<file path="src/rtl/ps2_key_tx.sv">
// ============================================================================
// Module      : ps2_key_tx
// Description : Buffers key events and sends them to a PS/2 keyboard receiver
//               as device-side frames (E0 / F0 prefixes, odd parity).
// Revision    : 1.0 - initial release
// ============================================================================
`default_nettype none

module ps2_key_tx #(
  parameter int HALF_BIT   = 2500,
  parameter int GAP        = 5000,
  parameter int FIFO_DEPTH = 4
) (
  input  logic        clk,
  input  logic        reset,
  input  logic [10:0] ps2_key,
  output logic        ps2_clk,
  output logic        ps2_dat,
  output logic        busy,
  output logic        overflow
);

  localparam int c_HW = (HALF_BIT > 1) ? $clog2(HALF_BIT) : 1;
  localparam int c_GW = (GAP > 1) ? $clog2(GAP) : 1;
  localparam int c_PW = $clog2(FIFO_DEPTH);

  localparam logic [c_HW-1:0] c_HALF_LAST = c_HW'(HALF_BIT - 1);
  localparam logic [c_GW-1:0] c_GAP_LAST  = c_GW'(GAP - 1);
  localparam logic [c_PW:0]   c_FULL      = (c_PW + 1)'(FIFO_DEPTH);
  localparam logic [3:0]      c_LAST_BIT  = 4'd10;

  localparam logic [1:0] c_ST_IDLE  = 2'd0;
  localparam logic [1:0] c_ST_LOAD  = 2'd1;
  localparam logic [1:0] c_ST_SHIFT = 2'd2;
  localparam logic [1:0] c_ST_GAP   = 2'd3;

  // --------------------------------------------------------------------------
  // Event detection and FIFO
  // --------------------------------------------------------------------------
  logic              r_toggle;
  logic [9:0]        r_mem [FIFO_DEPTH];
  logic [c_PW-1:0]   r_wr_ptr;
  logic [c_PW-1:0]   r_rd_ptr;
  logic [c_PW:0]     r_count;
  logic [c_PW:0]     w_count_nxt;
  logic [9:0]        w_head;
  logic              w_event;
  logic              w_full;
  logic              w_empty;
  logic              w_pop;
  logic              w_push;
  logic              w_drop;

  logic [1:0]        r_state;
  logic [1:0]        w_state_nxt;

  assign w_event = ps2_key[10] != r_toggle;
  assign w_full  = r_count == c_FULL;
  assign w_empty = r_count == '0;
  assign w_pop   = (r_state == c_ST_IDLE) && !w_empty;
  // A full FIFO still accepts an event when the head leaves on the same cycle
  assign w_push  = w_event && (!w_full || w_pop);
  assign w_drop  = w_event && w_full && !w_pop;
  assign w_head  = r_mem[r_rd_ptr];

  always_comb begin
    w_count_nxt = r_count;
    if (w_push && !w_pop) begin
      w_count_nxt = r_count + (c_PW + 1)'(1);
    end else if (!w_push && w_pop) begin
      w_count_nxt = r_count - (c_PW + 1)'(1);
    end
  end

  always_ff @(posedge clk or negedge reset) begin
    if (!reset) begin
      r_toggle <= 1'b0;
      r_wr_ptr <= '0;
      r_rd_ptr <= '0;
      r_count  <= '0;
    end else begin
      if (w_event) begin
        r_toggle <= ps2_key[10];
      end
      if (w_push) begin
        r_wr_ptr <= r_wr_ptr + c_PW'(1);
      end
      if (w_pop) begin
        r_rd_ptr <= r_rd_ptr + c_PW'(1);
      end
      r_count <= w_count_nxt;
    end
  end

  // Storage needs no reset: the pointers alone define what is valid
  always_ff @(posedge clk) begin
    if (w_push) begin
      r_mem[r_wr_ptr] <= ps2_key[9:0];
    end
  end

  // --------------------------------------------------------------------------
  // Frame sequencer
  // --------------------------------------------------------------------------
  logic              r_need_e0;
  logic              r_need_f0;
  logic              r_last;
  logic [7:0]        r_code;
  logic [10:0]       r_frame;
  logic              r_clk;
  logic              r_phase;
  logic [c_HW-1:0]   r_half;
  logic [3:0]        r_bit;
  logic [c_GW-1:0]   r_gap;
  logic              r_busy;
  logic              r_overflow;
  logic [7:0]        w_byte;
  logic              w_half_end;
  logic              w_gap_end;

  assign w_half_end = r_half == c_HALF_LAST;
  assign w_gap_end  = r_gap == c_GAP_LAST;
  assign w_byte     = r_need_e0 ? 8'hE0 : (r_need_f0 ? 8'hF0 : r_code);

  always_comb begin
    w_state_nxt = r_state;
    case (r_state)
      c_ST_IDLE: begin
        if (w_pop) begin
          w_state_nxt = c_ST_LOAD;
        end
      end
      c_ST_LOAD: begin
        w_state_nxt = c_ST_SHIFT;
      end
      c_ST_SHIFT: begin
        if (w_half_end && r_phase && (r_bit == c_LAST_BIT)) begin
          w_state_nxt = c_ST_GAP;
        end
      end
      c_ST_GAP: begin
        if (w_gap_end) begin
          w_state_nxt = r_last ? c_ST_IDLE : c_ST_LOAD;
        end
      end
      default: begin
        w_state_nxt = c_ST_IDLE;
      end
    endcase
  end

  always_ff @(posedge clk or negedge reset) begin
    if (!reset) begin
      r_state   <= c_ST_IDLE;
      r_need_e0 <= 1'b0;
      r_need_f0 <= 1'b0;
      r_last    <= 1'b0;
      r_code    <= '0;
      r_frame   <= '1;
      r_clk     <= 1'b1;
      r_phase   <= 1'b0;
      r_half    <= '0;
      r_bit     <= '0;
      r_gap     <= '0;
    end else begin
      r_state <= w_state_nxt;
      case (r_state)
        c_ST_IDLE: begin
          if (w_pop) begin
            r_need_e0 <= w_head[8];
            r_need_f0 <= ~w_head[9];
            r_code    <= w_head[7:0];
            r_last    <= 1'b0;
          end
        end
        c_ST_LOAD: begin
          // Frame is shifted out LSB first: start, data[0..7], parity, stop
          r_frame <= {1'b1, ~^w_byte, w_byte, 1'b0};
          if (r_need_e0) begin
            r_need_e0 <= 1'b0;
          end else if (r_need_f0) begin
            r_need_f0 <= 1'b0;
          end else begin
            r_last <= 1'b1;
          end
          r_clk   <= 1'b1;
          r_phase <= 1'b0;
          r_half  <= '0;
          r_bit   <= '0;
          r_gap   <= '0;
        end
        c_ST_SHIFT: begin
          if (w_half_end) begin
            r_half <= '0;
            if (!r_phase) begin
              r_clk   <= 1'b0;
              r_phase <= 1'b1;
            end else begin
              r_clk   <= 1'b1;
              r_phase <= 1'b0;
              // Ones shift in behind the stop bit so the line rests high
              r_frame <= {1'b1, r_frame[10:1]};
              if (r_bit == c_LAST_BIT) begin
                r_bit <= '0;
                r_gap <= '0;
              end else begin
                r_bit <= r_bit + 4'd1;
              end
            end
          end else begin
            r_half <= r_half + c_HW'(1);
          end
        end
        c_ST_GAP: begin
          if (w_gap_end) begin
            r_gap <= '0;
          end else begin
            r_gap <= r_gap + c_GW'(1);
          end
        end
        default: begin
          r_gap <= '0;
        end
      endcase
    end
  end

  // --------------------------------------------------------------------------
  // Status flags
  // --------------------------------------------------------------------------
  always_ff @(posedge clk or negedge reset) begin
    if (!reset) begin
      r_busy     <= 1'b0;
      r_overflow <= 1'b0;
    end else begin
      r_busy     <= (w_state_nxt != c_ST_IDLE) || (w_count_nxt != '0);
      r_overflow <= r_overflow | w_drop;
    end
  end

  assign ps2_clk  = r_clk;
  assign ps2_dat  = r_frame[0];
  assign busy     = r_busy;
  assign overflow = r_overflow;

endmodule

`default_nettype wire
</file>
<file path="config.mk">
export PLATFORM = sky130hd
export DESIGN_NAME = ps2_key_tx
export DESIGN_NICKNAME = d
export VERILOG_FILES = /design/src/rtl/ps2_key_tx.sv
export SDC_FILE = /design/constraint.sdc
export NUM_CORES = 1
export LEC_CHECK = 0
export ABC_AREA = 0
export BUFFER_PORTS_ARGS = -buffer_cell sky130_fd_sc_hd__clkbuf_2
export CAP_MARGIN = 20
export CORE_UTILIZATION = 55
export DETAILED_ROUTE_END_ITERATION = 12
export PLACE_DENSITY_LB_ADDON = 0.3
export SETUP_SLACK_MARGIN = 0.3
export SLEW_MARGIN = 20
export SYNTH_ARGS = -nofsm -noshare
export SYNTH_HDL_FRONTEND = slang
export SYNTH_SLANG_ARGS = --single-unit
</file>
<file path="constraint.sdc">
create_clock -name clk -period 3.2 [get_ports clk]
set_input_delay 0.64 -clock clk [delete_from_list [all_inputs] [get_ports clk]]
set_output_delay 0.64 -clock clk [all_outputs]
set_load 0.01 [all_outputs]
</file>
==> flow_metrics.tcl, run 1 <==
set metrics [dict create \
    status "finished clean" \
    hpwl_um 6200 \
    period_share 0.810 \
    vdd_drop_max_v 0.000398 \
    grt_overflow 0 \
    maxCapViolCount 0 \
    cts_made_buffers 9 \
    maxClockFrequency_ghz 0.386 \
    crit_path_cell_trace "or4_4 > or4_4 > mux2i_1 > a31o_2 > or4b_1" \
    power_density_mw_per_mm2 527 \
    place_ws_ns 0.417 \
    finalWorstSetupSlack_ns 0.607 \
    hp-class "in -> async" \
    rsz0062_at_grt "false" \
    slew_headroom 0.444 \
    cp_slowest_cell "or4_4" \
    netlist_area_mm2 0.00496 \
    clk_pin_slew_worst_paths_ns 0.10 \
    final_cell_area_mm2 0.00540 \
    hold_viol_final 0 \
    wl_um 9040 \
    grt_antenna_before_repair 0 \
    drv_slew 0 \
    fin_setup_tns_ns 0 \
    gp_congestion 0.843 \
    r2r_start "r_gap[3]$_DFFE_PN0P_" \
    drtAntennaViolNets 0 \
    leakagePower_nw 2.25 \
    cp-end-kind "flop" \
    cp_data_arrival_time_ns 2.84 \
    row_count 34 \
    setup_viol 0 \
    coreArea_mm2 0.00872 \
    synth.most_common_cell "nand2_1" \
    synthArstFlopShare 0.615 \
    critPathRequiredTime_ns 3.45 \
    grt_max_degree 34 \
    nNetsFinal 486 \
    wl_per_cell_um 15.8 \
    drc 0 \
    yosysTopAreaCell "dfrtp_1" \
    cts-root-buf "clkbuf_8" \
    clk_latency_ns 0.37 \
    drt-pass1-iter-count 5 \
    dieHeight_um 97.0 \
    period_minus_slack_ns 2.59 \
    die_x_um 97.0 \
    synth-seq-cells 104 \
    initial_core_util 0.569 \
    max_stage_delay_ns 0.57 \
    ys_seq_area_frac 0.568 \
    fin_skew_ns 0.0127 \
    worst_slew_pin_slew_ns 0.833 \
    cpMostUsedCell "or4_4" \
    grt_usage 0.208 \
    crit_path_start_kind "flop" \
    cp-startpoint "r_gap[3]$_DFFE_PN0P_" \
    clock_sinks 104 \
    grt_pass1_vias 3448 \
    areaGrowthSynthToFinish_pct 8.88 \
    die_area_mm2 0.00941 \
    path_class "reg -> reg" \
    critPathMaxFanout 9 \
    synthFlopType "dfrtp_1" \
    clockBufferDepth 2 \
    drive_above_1_share 0.162 \
    reg2reg_slack_ns 0.61 \
    synth_top_cells_by_area "dfrtp_1 (27%), edfxtp_1 (24%), dfstp_2 (5.8%)" \
    syn_nets 466 \
    cts_tree "done" \
    placed_area_mm2 0.00517 \
    num_antenna_cells 0 \
    rr_endpoint "busy$_DFF_PN0_" \
    pin_count 17 \
    crit_end "busy$_DFF_PN0_" \
    io_buffers 16 \
    yosys_warnings 0 \
    num_vias 3361 \
    rr_worst_depth 5 \
    synth_top_area_share 0.267 \
    drt_iter0_markers 135 \
    yosysUniqueCellTypes 60 \
    ys_top_cells_by_count "nand2_1 (66), dfrtp_1 (53), edfxtp_1 (40)" \
    htree_levels 3 \
    syn_inst 438 \
    synth-edff-count 40 \
    syn_area_per_cell_um2 11.3 \
    vias_per_cell 5.89 \
    grt_pass1_wl_um 15700 \
]
-- metrics by stage --
step,util,power [mW],hold slack (ns),std cells
after floorplan,-,1.86,0.344,438
after global placement,0.593,1.96,0.454,555
after detailed placement,0.593,1.98,0.454,555
after CTS,0.619,2.87,0.372,571
after global routing,0.620,2.97,0.404,571
final,0.620,2.85,0.352,571
-- logic make-up after synthesis --
family                   share of synthesized area
multiplexers                                0.0577
AND/OR/NAND/NOR                              0.173
AO/OA/AOI/OAI                                0.109
XOR/XNOR                                    0.0335
buffers and inverters                       0.0212
flip-flops                                   0.568
adder cells (fa/ha/maj)                     0.0378
-- where the power goes --
part | leakage (nW) | internal (mW) | switching, mW
logic | 0.988 | 0.149 | 0.215
registers | 1.15 | 1.54 | 0.0654
clock network | 0.111 | 0.386 | 0.492
total | 2.25 | 2.07 | 0.773
-- layout by cell type, fill, tap and decap left out, drive strengths merged, types with 3 or more instances in the layout --
| cell | netlist | layout |
|---|---|---|
| o21ai | 26 | 26 |
| nand4 | 7 | 7 |
| nand2 | 66 | 66 |
| edfxtp | 40 | 40 |
| dfstp | 11 | 11 |
| dfrtp | 53 | 53 |
| nor4 | 3 | 3 |
| nand2b | 8 | 8 |
| and4 | 3 | 3 |
| nand3 | 13 | 13 |
| ha | 15 | 15 |
| a31oi | 4 | 4 |
| and2 | 10 | 10 |
| clkbuf | 10 | 25 |
| clkinv | 1 | 5 |
| a21oi | 24 | 24 |
| nor3 | 12 | 12 |
| mux4 | 10 | 10 |
| nor2 | 32 | 32 |
| or4 | 4 | 4 |
| xor2 | 5 | 5 |
| inv | 10 | 12 |
| buf | 3 | 6 |
| xnor2 | 14 | 14 |
| o31ai | 8 | 8 |
| a21o | 5 | 5 |
| mux2i | 5 | 5 |
-- final cells by class --
type | count | area (µm²)
Clock buffer | 9 | 124
Timing Repair Buffer | 22 | 138
Sequential cell | 104 | 2820
Clock inverter | 7 | 100
Inverter | 11 | 41.3
Multi-Input combinational cell | 310 | 2050
Tap cell | 108 | 135
Fill cell | 708 | 3320
-- critical path, delay by kind of cell, from the launching register on --
family,cells,cell delay (ns)
flops,1,0.48
mux,1,0.14
compound gates,1,0.25
simple gates,3,1.61
-- flip-flops by register name (all words and copies together), names as in the netlist, 2 cells and up --
name,flops
r_bit,4
r_code,8
r_count,3
r_frame,10
r_gap,13
r_half,12
r_mem,40
r_rd_ptr,2
r_state,2
r_wr_ptr,2
-- routing by layer --
| layer | wire length, µm | share of wire | up-vias | global-route usage |
|---|---|---|---|---|
| li1 | - | - | 1644 | - |
| met1 | 4030 | 0.45 | 1626 | 0.261 |
| met2 | 4500 | 0.50 | 73 | 0.345 |
| met3 | 316 | 0.035 | 18 | 0.0542 |
| met4 | 195 | 0.022 | 0 | 0.0827 |
| met5 | 0 | 0 | - | 0 |
-- how the worst min path moves through the flow --
stage / startpoint / end / slack (ns) / depth (start not counted)
floorplan: reset / busy$_DFF_PN0_ / 0.34 / 0
global placement: r_frame[8]$_DFFE_PN1P_ / r_frame[8]$_DFFE_PN1P_ / 0.45 / 2
detailed placement: overflow$_DFF_PN0_ / overflow$_DFF_PN0_ / 0.45 / 1
CTS: reset / r_code[3]$_DFFE_PN0P_ / 0.37 / 1
global route: reset / r_code[2]$_DFFE_PN0P_ / 0.40 / 1
finish: reset / r_gap[4]$_DFFE_PN0P_ / 0.35 / 1
-- what timing repair did --
action,in CTS,in global routing
hold buffers,0,0
buffers inserted,0,0
setup endpoints to repair,0,40
resized for setup,0,5
No activity file was read; power rests on OpenSTA's default activity.
==> run 2: changes to the inputs <==
- clock period: 3.2 -> 2.7 ns (I/O delays scaled with it)
==> run 2 against run 1 <==
  * Design area grew 1.6%
  * Cell count grew 2.1%
  * Clock skew shrank 0.0017 ns
  * Routed wire length shrank 1.1%
  * Register-to-register slack lost 0.33 ns
  * Power grew 17%
==> flow_metrics.tcl, run 2 (synthesized netlist as in run 1, its figures left out) <==
set metrics [dict create \
    pin_count 17 \
    critPathMaxFanout 2 \
    cp-end-kind "flop" \
    clk_latency_ns 0.37 \
    status "finished clean" \
    grt_antenna_before_repair 0 \
    clockPowerShare 0.300 \
    coreArea_mm2 0.00872 \
    fin_setup_tns_ns 0 \
    io_buffers 16 \
    grt_overflow 0 \
    areaGrowthSynthToFinish_pct 10.6 \
    clk_pin_slew_worst_paths_ns 0.11 \
    finalWorstSetupSlack_ns 0.279 \
    pwr-share-seq 0.570 \
    cts-root-buf "clkbuf_8" \
    wl_per_cell_um 15.3 \
    nNetsFinal 498 \
    cp_slowest_cell "or4_4" \
    num_antenna_cells 0 \
    placed_area_mm2 0.00524 \
    die_x_um 97.0 \
    num_vias 3421 \
    top_register "r_mem" \
    grt_pass1_wl_um 15700 \
    crit_path_start_kind "flop" \
    period_minus_slack_ns 2.42 \
    initial_core_util 0.569 \
    cts_hold_buf 0 \
    rr_endpoint "busy$_DFF_PN0_" \
    reg_top3 "r_mem (40), r_gap (13), r_half (12)" \
    period_share 0.897 \
    row_count 34 \
    grt_max_degree 38 \
    maxCapViolCount 0 \
    power_density_mw_per_mm2 605 \
    leakagePower_nw 2.30 \
    drv_slew 0 \
    rsz0062_at_grt "true" \
    clock_sinks 104 \
    cp-startpoint "r_gap[4]$_DFFE_PN0P_" \
    reg2reg_slack_ns 0.28 \
    place_ws_ns 0.237 \
    r2r_start "r_gap[4]$_DFFE_PN0P_" \
    critPathRequiredTime_ns 2.95 \
    setup_viol 0 \
    hpwl_um 6420 \
    drt_iter0_markers 159 \
    instances_no_fill 583 \
    swShare 0.284 \
    rr_worst_depth 5 \
    vias_per_cell 5.87 \
    final_common_cell "nand2_1" \
    hold_viol_final 0 \
    pwr-share-comb 0.130 \
    die_area_mm2 0.00941 \
    vdd_drop_max_v 0.000464 \
    path_class "reg -> reg" \
    power.internal_mw 2.38 \
    cts_tree "done" \
    drtAntennaViolNets 0 \
    hp-class "in -> async" \
    maxClockFrequency_ghz 0.413 \
    worst_slew_pin_slew_ns 0.687 \
    drive_above_1_share 0.183 \
    dieHeight_um 97.0 \
    crit_path_cell_trace "or3b_2 > or4_4 > mux2i_1 > a31o_2 > or4b_1" \
    htree_levels 3 \
    wl_um 8950 \
    grt_usage 0.209 \
    cp_data_arrival_time_ns 2.67 \
    drt-pass1-iter-count 5 \
    drc 0 \
    crit_end "busy$_DFF_PN0_" \
    final_cell_area_mm2 0.00549 \
    largest_register_ffs 40 \
    mostFrequentLayoutCells "nand2_1 (66), dfrtp_1 (53), edfxtp_1 (40), nor2_1 (32), o21ai_0 (26)" \
    gp_congestion 0.892 \
    grt_pass1_vias 3409 \
    fin_skew_ns 0.0110 \
    slew_headroom 0.542 \
    clockBufferDepth 2 \
    fin_util 0.629 \
    dp_cells 564 \
    cts_made_buffers 9 \
    max_stage_delay_ns 0.55 \
    switchingPower_mw 0.943 \
]
run 2: routing by layer:
| layer | up-vias | part of all wire | global-route usage |
|---|---|---|---|
| li1 | 1658 | - | - |
| met1 | 1678 | 0.45 | 0.272 |
| met2 | 74 | 0.51 | 0.352 |
| met3 | 11 | 0.034 | 0.0390 |
| met4 | 0 | 0.011 | 0.0712 |
| met5 | - | 0 | 0 |
run 2: worst min path at each step:
| stage | start | endpoint | slack (ns) | cells past startpoint |
|---|---|---|---|---|
| finish | reset | r_gap[2]$_DFFE_PN0P_ | 0.19 | 1 |
| floorplan | reset | busy$_DFF_PN0_ | 0.24 | 0 |
| CTS | reset | r_gap[2]$_DFFE_PN0P_ | 0.21 | 1 |
| global placement | overflow$_DFF_PN0_ | overflow$_DFF_PN0_ | 0.44 | 1 |
| detailed placement | r_frame[0]$_DFFE_PN1P_ | r_frame[0]$_DFFE_PN1P_ | 0.45 | 2 |
| global route | reset | r_half[10]$_DFFE_PN0P_ | 0.25 | 1 |
run 2: critical path: cells and delay by family, from the launching register on:
kind / cells / cell delay [ns]
AOI/OAI and AO/OA: 1 / 0.24
muxes: 1 / 0.14
DFF: 1 / 0.40
and+or+nand+nor: 3 / 1.53
run 2: per-stage QoR:
step / hold WS (ns) / power, mW
after CTS: 0.211 / 3.35
after floorplan: 0.244 / 2.20
after global placement: 0.443 / 2.32
after global routing: 0.249 / 3.49
final: 0.191 / 3.32
after detailed placement: 0.446 / 2.36
run 2: power groups by stage:
| stage | Sequential, mW | Clock [mW] | Combinational [mW] |
|---|---|---|---|
| 5_1_grt | 1.91 | 1.09 | 0.491 |
| 2_1_floorplan | 1.91 | 0 | 0.298 |
| 3_3_place_gp | 1.92 | 0 | 0.408 |
| 3_5_place_dp | 1.93 | 0 | 0.431 |
| 4_1_cts | 1.89 | 1.02 | 0.431 |
| 6_report | 1.89 | 0.996 | 0.432 |
run 2: what timing repair did:
action / CTS / global route
endpoints found under the setup margin: 1 / 39
buffers inserted: 2 / 1
gates resized for setup: 0 / 5
cloned: 0 / 0
run 2: layout make-up:
cell class | instances | area [µm²]
fillers | 670 | 3230
flip-flops and latches | 104 | 2820
multi-input cells | 310 | 2050
repair buffers | 34 | 228
well taps | 108 | 135
clock buffers | 9 | 124
clock inverters | 7 | 91.3
inverters | 11 | 41.3
==> run 3: changes to the inputs <==
- RECOVER_POWER: default -> 25
==> run 3 against run 2 <==
  * Clock skew is essentially flat
  * Clock-buffer cell count did not move
  * First-iteration DRC count grew 2.5%
  * Largest cell class unchanged
  * Power is 0.13% lower
  * Flip-flop and latch count stayed put
==> flow_metrics.tcl, run 3 (synthesized netlist as in run 1, its figures left out) <==
set metrics [dict create \
    status "finished clean" \
    worst_slew_pin_slew_ns 1.48 \
    reg2reg_slack_ns 0.27 \
    path_class "reg -> reg" \
    rr_endpoint "busy$_DFF_PN0_" \
    power_density_mw_per_mm2 606 \
    final_common_cell "nand2_1" \
    nNetsFinal 498 \
    leakagePower_nw 2.26 \
    max_stage_delay_ns 0.55 \
    power.internal_mw 2.38 \
    grt_antenna_before_repair 0 \
    cp-end-kind "flop" \
    pwr-share-comb 0.129 \
    crit_path_cell_trace "or3b_2 > or4_4 > mux2i_1 > a31o_2 > or4b_1" \
    min-delay-start "ps2_key[10]" \
    wl_met1_um 4090 \
    period_minus_slack_ns 2.43 \
    pwr-share-seq 0.571 \
    drt-pass1-iter-count 4 \
    largest_register_ffs 40 \
    final_cell_area_mm2 0.00547 \
    clock_sinks 104 \
    die_x_um 97.0 \
    highest_layer "met4" \
    gp_congestion 0.892 \
    hpwl_um 6420 \
    swShare 0.284 \
    clockBufferDepth 2 \
    grt_pass1_vias 3409 \
    crit_path_start_kind "flop" \
    maxCapViolCount 0 \
    initial_core_util 0.569 \
    cp_slowest_cell "or4_4" \
    ff_latch_area_mm2 0.00282 \
    holdPathEnd "r_toggle$_DFFE_PN0P_" \
    row_count 34 \
    wl_met2_um 4540 \
    hold_viol_final 0 \
    cts_hold_buf 0 \
    clk_latency_ns 0.37 \
    drc 0 \
    clk_pin_slew_worst_paths_ns 0.12 \
    finalWorstSetupSlack_ns 0.272 \
    coreArea_mm2 0.00872 \
    cts_made_buffers 9 \
    pin_count 17 \
    htree_levels 3 \
    place_ws_ns 0.237 \
    hp-class "in -> reg" \
    slew_headroom 0.0150 \
    wl_um 8950 \
    drive_above_1_share 0.158 \
    switchingPower_mw 0.941 \
    dr_wl_met3_um 228 \
    reg_top3 "r_mem (40), r_gap (13), r_half (12)" \
    vdd_drop_max_v 0.000464 \
    fin_util 0.628 \
    wl_per_cell_um 15.3 \
    period_share 0.899 \
    top_register "r_mem" \
    critPathRequiredTime_ns 2.95 \
    mostFrequentLayoutCells "nand2_1 (66), dfrtp_1 (53), edfxtp_1 (40), nor2_1 (32), o21ai_0 (26)" \
    placed_area_mm2 0.00524 \
    num_vias 3405 \
    vias_per_cell 5.84 \
    io_buffers 16 \
    critPathMaxFanout 2 \
    cts_tree "done" \
    drv_slew 0 \
    grt_pass1_wl_um 15700 \
    fin_setup_tns_ns 0 \
    areaGrowthSynthToFinish_pct 10.3 \
    grt_max_degree 38 \
    fillers 676 \
    dieHeight_um 97.0 \
    grt_usage 0.209 \
    worstHoldPathCells 1 \
    drt_iter0_markers 163 \
    grt_overflow 0 \
    cp_data_arrival_time_ns 2.68 \
    setup_viol 0 \
    path_delay_family "simple AND/OR/NAND/NOR gates" \
    r2r_start "r_gap[4]$_DFFE_PN0P_" \
    drtAntennaViolNets 0 \
    maxClockFrequency_ghz 0.412 \
    cp_num_buf_inv 0 \
    die_area_mm2 0.00941 \
    cts-root-buf "clkbuf_8" \
    num_antenna_cells 0 \
    rsz0062_at_grt "true" \
    clockPowerShare 0.300 \
    multi_input_area_mm2 0.00205 \
    fin_skew_ns 0.0108 \
    rr_worst_depth 5 \
]
## run 3: worst max-delay path by stage
stage,end,slack (ns),depth (start not counted),startpoint
floorplan,busy$_DFF_PN0_,0.30,6,r_gap[3]$_DFFE_PN0P_
global placement,busy$_DFF_PN0_,0.29,5,r_gap[4]$_DFFE_PN0P_
detailed placement,busy$_DFF_PN0_,0.24,5,r_gap[4]$_DFFE_PN0P_
CTS,busy$_DFF_PN0_,0.28,5,r_gap[4]$_DFFE_PN0P_
global route,busy$_DFF_PN0_,0.23,5,r_gap[4]$_DFFE_PN0P_
finish,busy$_DFF_PN0_,0.27,5,r_gap[4]$_DFFE_PN0P_
## run 3: worst register-to-register path, stage by stage, from the launching register on
cell     delay [ns]
dfrtp_1        0.40
or3b_2         0.49
or4_4          0.55
mux2i_1        0.14
a31o_2         0.24
or4b_1         0.49
## run 3: layout make-up
| cell class | count | area share |
|---|---|---|
| clock buffers | 9 | 0.0226 |
| multi-input cells | 310 | 0.375 |
| inverters | 11 | 0.00754 |
| well taps | 108 | 0.0247 |
| clock inverters | 7 | 0.0167 |
| flip-flops and latches | 104 | 0.515 |
| repair buffers | 34 | 0.0389 |
## run 3: metrics by stage
step / hold WS (ns) / power (mW) / instances
final: 0.327 / 3.32 / 583
after global routing: 0.335 / 3.49 / 583
after CTS: 0.211 / 3.35 / 582
after detailed placement: 0.446 / 2.36 / 564
after global placement: 0.443 / 2.32 / 564
after floorplan: 0.244 / 2.20 / 438
## run 3: layer usage
metal	GRT usage	vias up
li1	-	1656
met1	0.272	1680
met2	0.352	61
met3	0.0390	8
met4	0.0712	0
met5	0	-
## run 3: what timing repair did
action | in CTS | in global routing
gates resized for setup | 0 | 5
endpoints found under the setup margin | 1 | 39
buffers inserted | 2 | 1
## run 3: power by group through the flow
stage / Clock [mW] / Combinational (mW) / Sequential [mW]
final: 0.994 / 0.428 / 1.90
after global routing: 1.09 / 0.489 / 1.91
after CTS: 1.02 / 0.431 / 1.89
after detailed placement: 0 / 0.431 / 1.93
after global placement: 0 / 0.408 / 1.92
after floorplan: 0 / 0.298 / 1.91
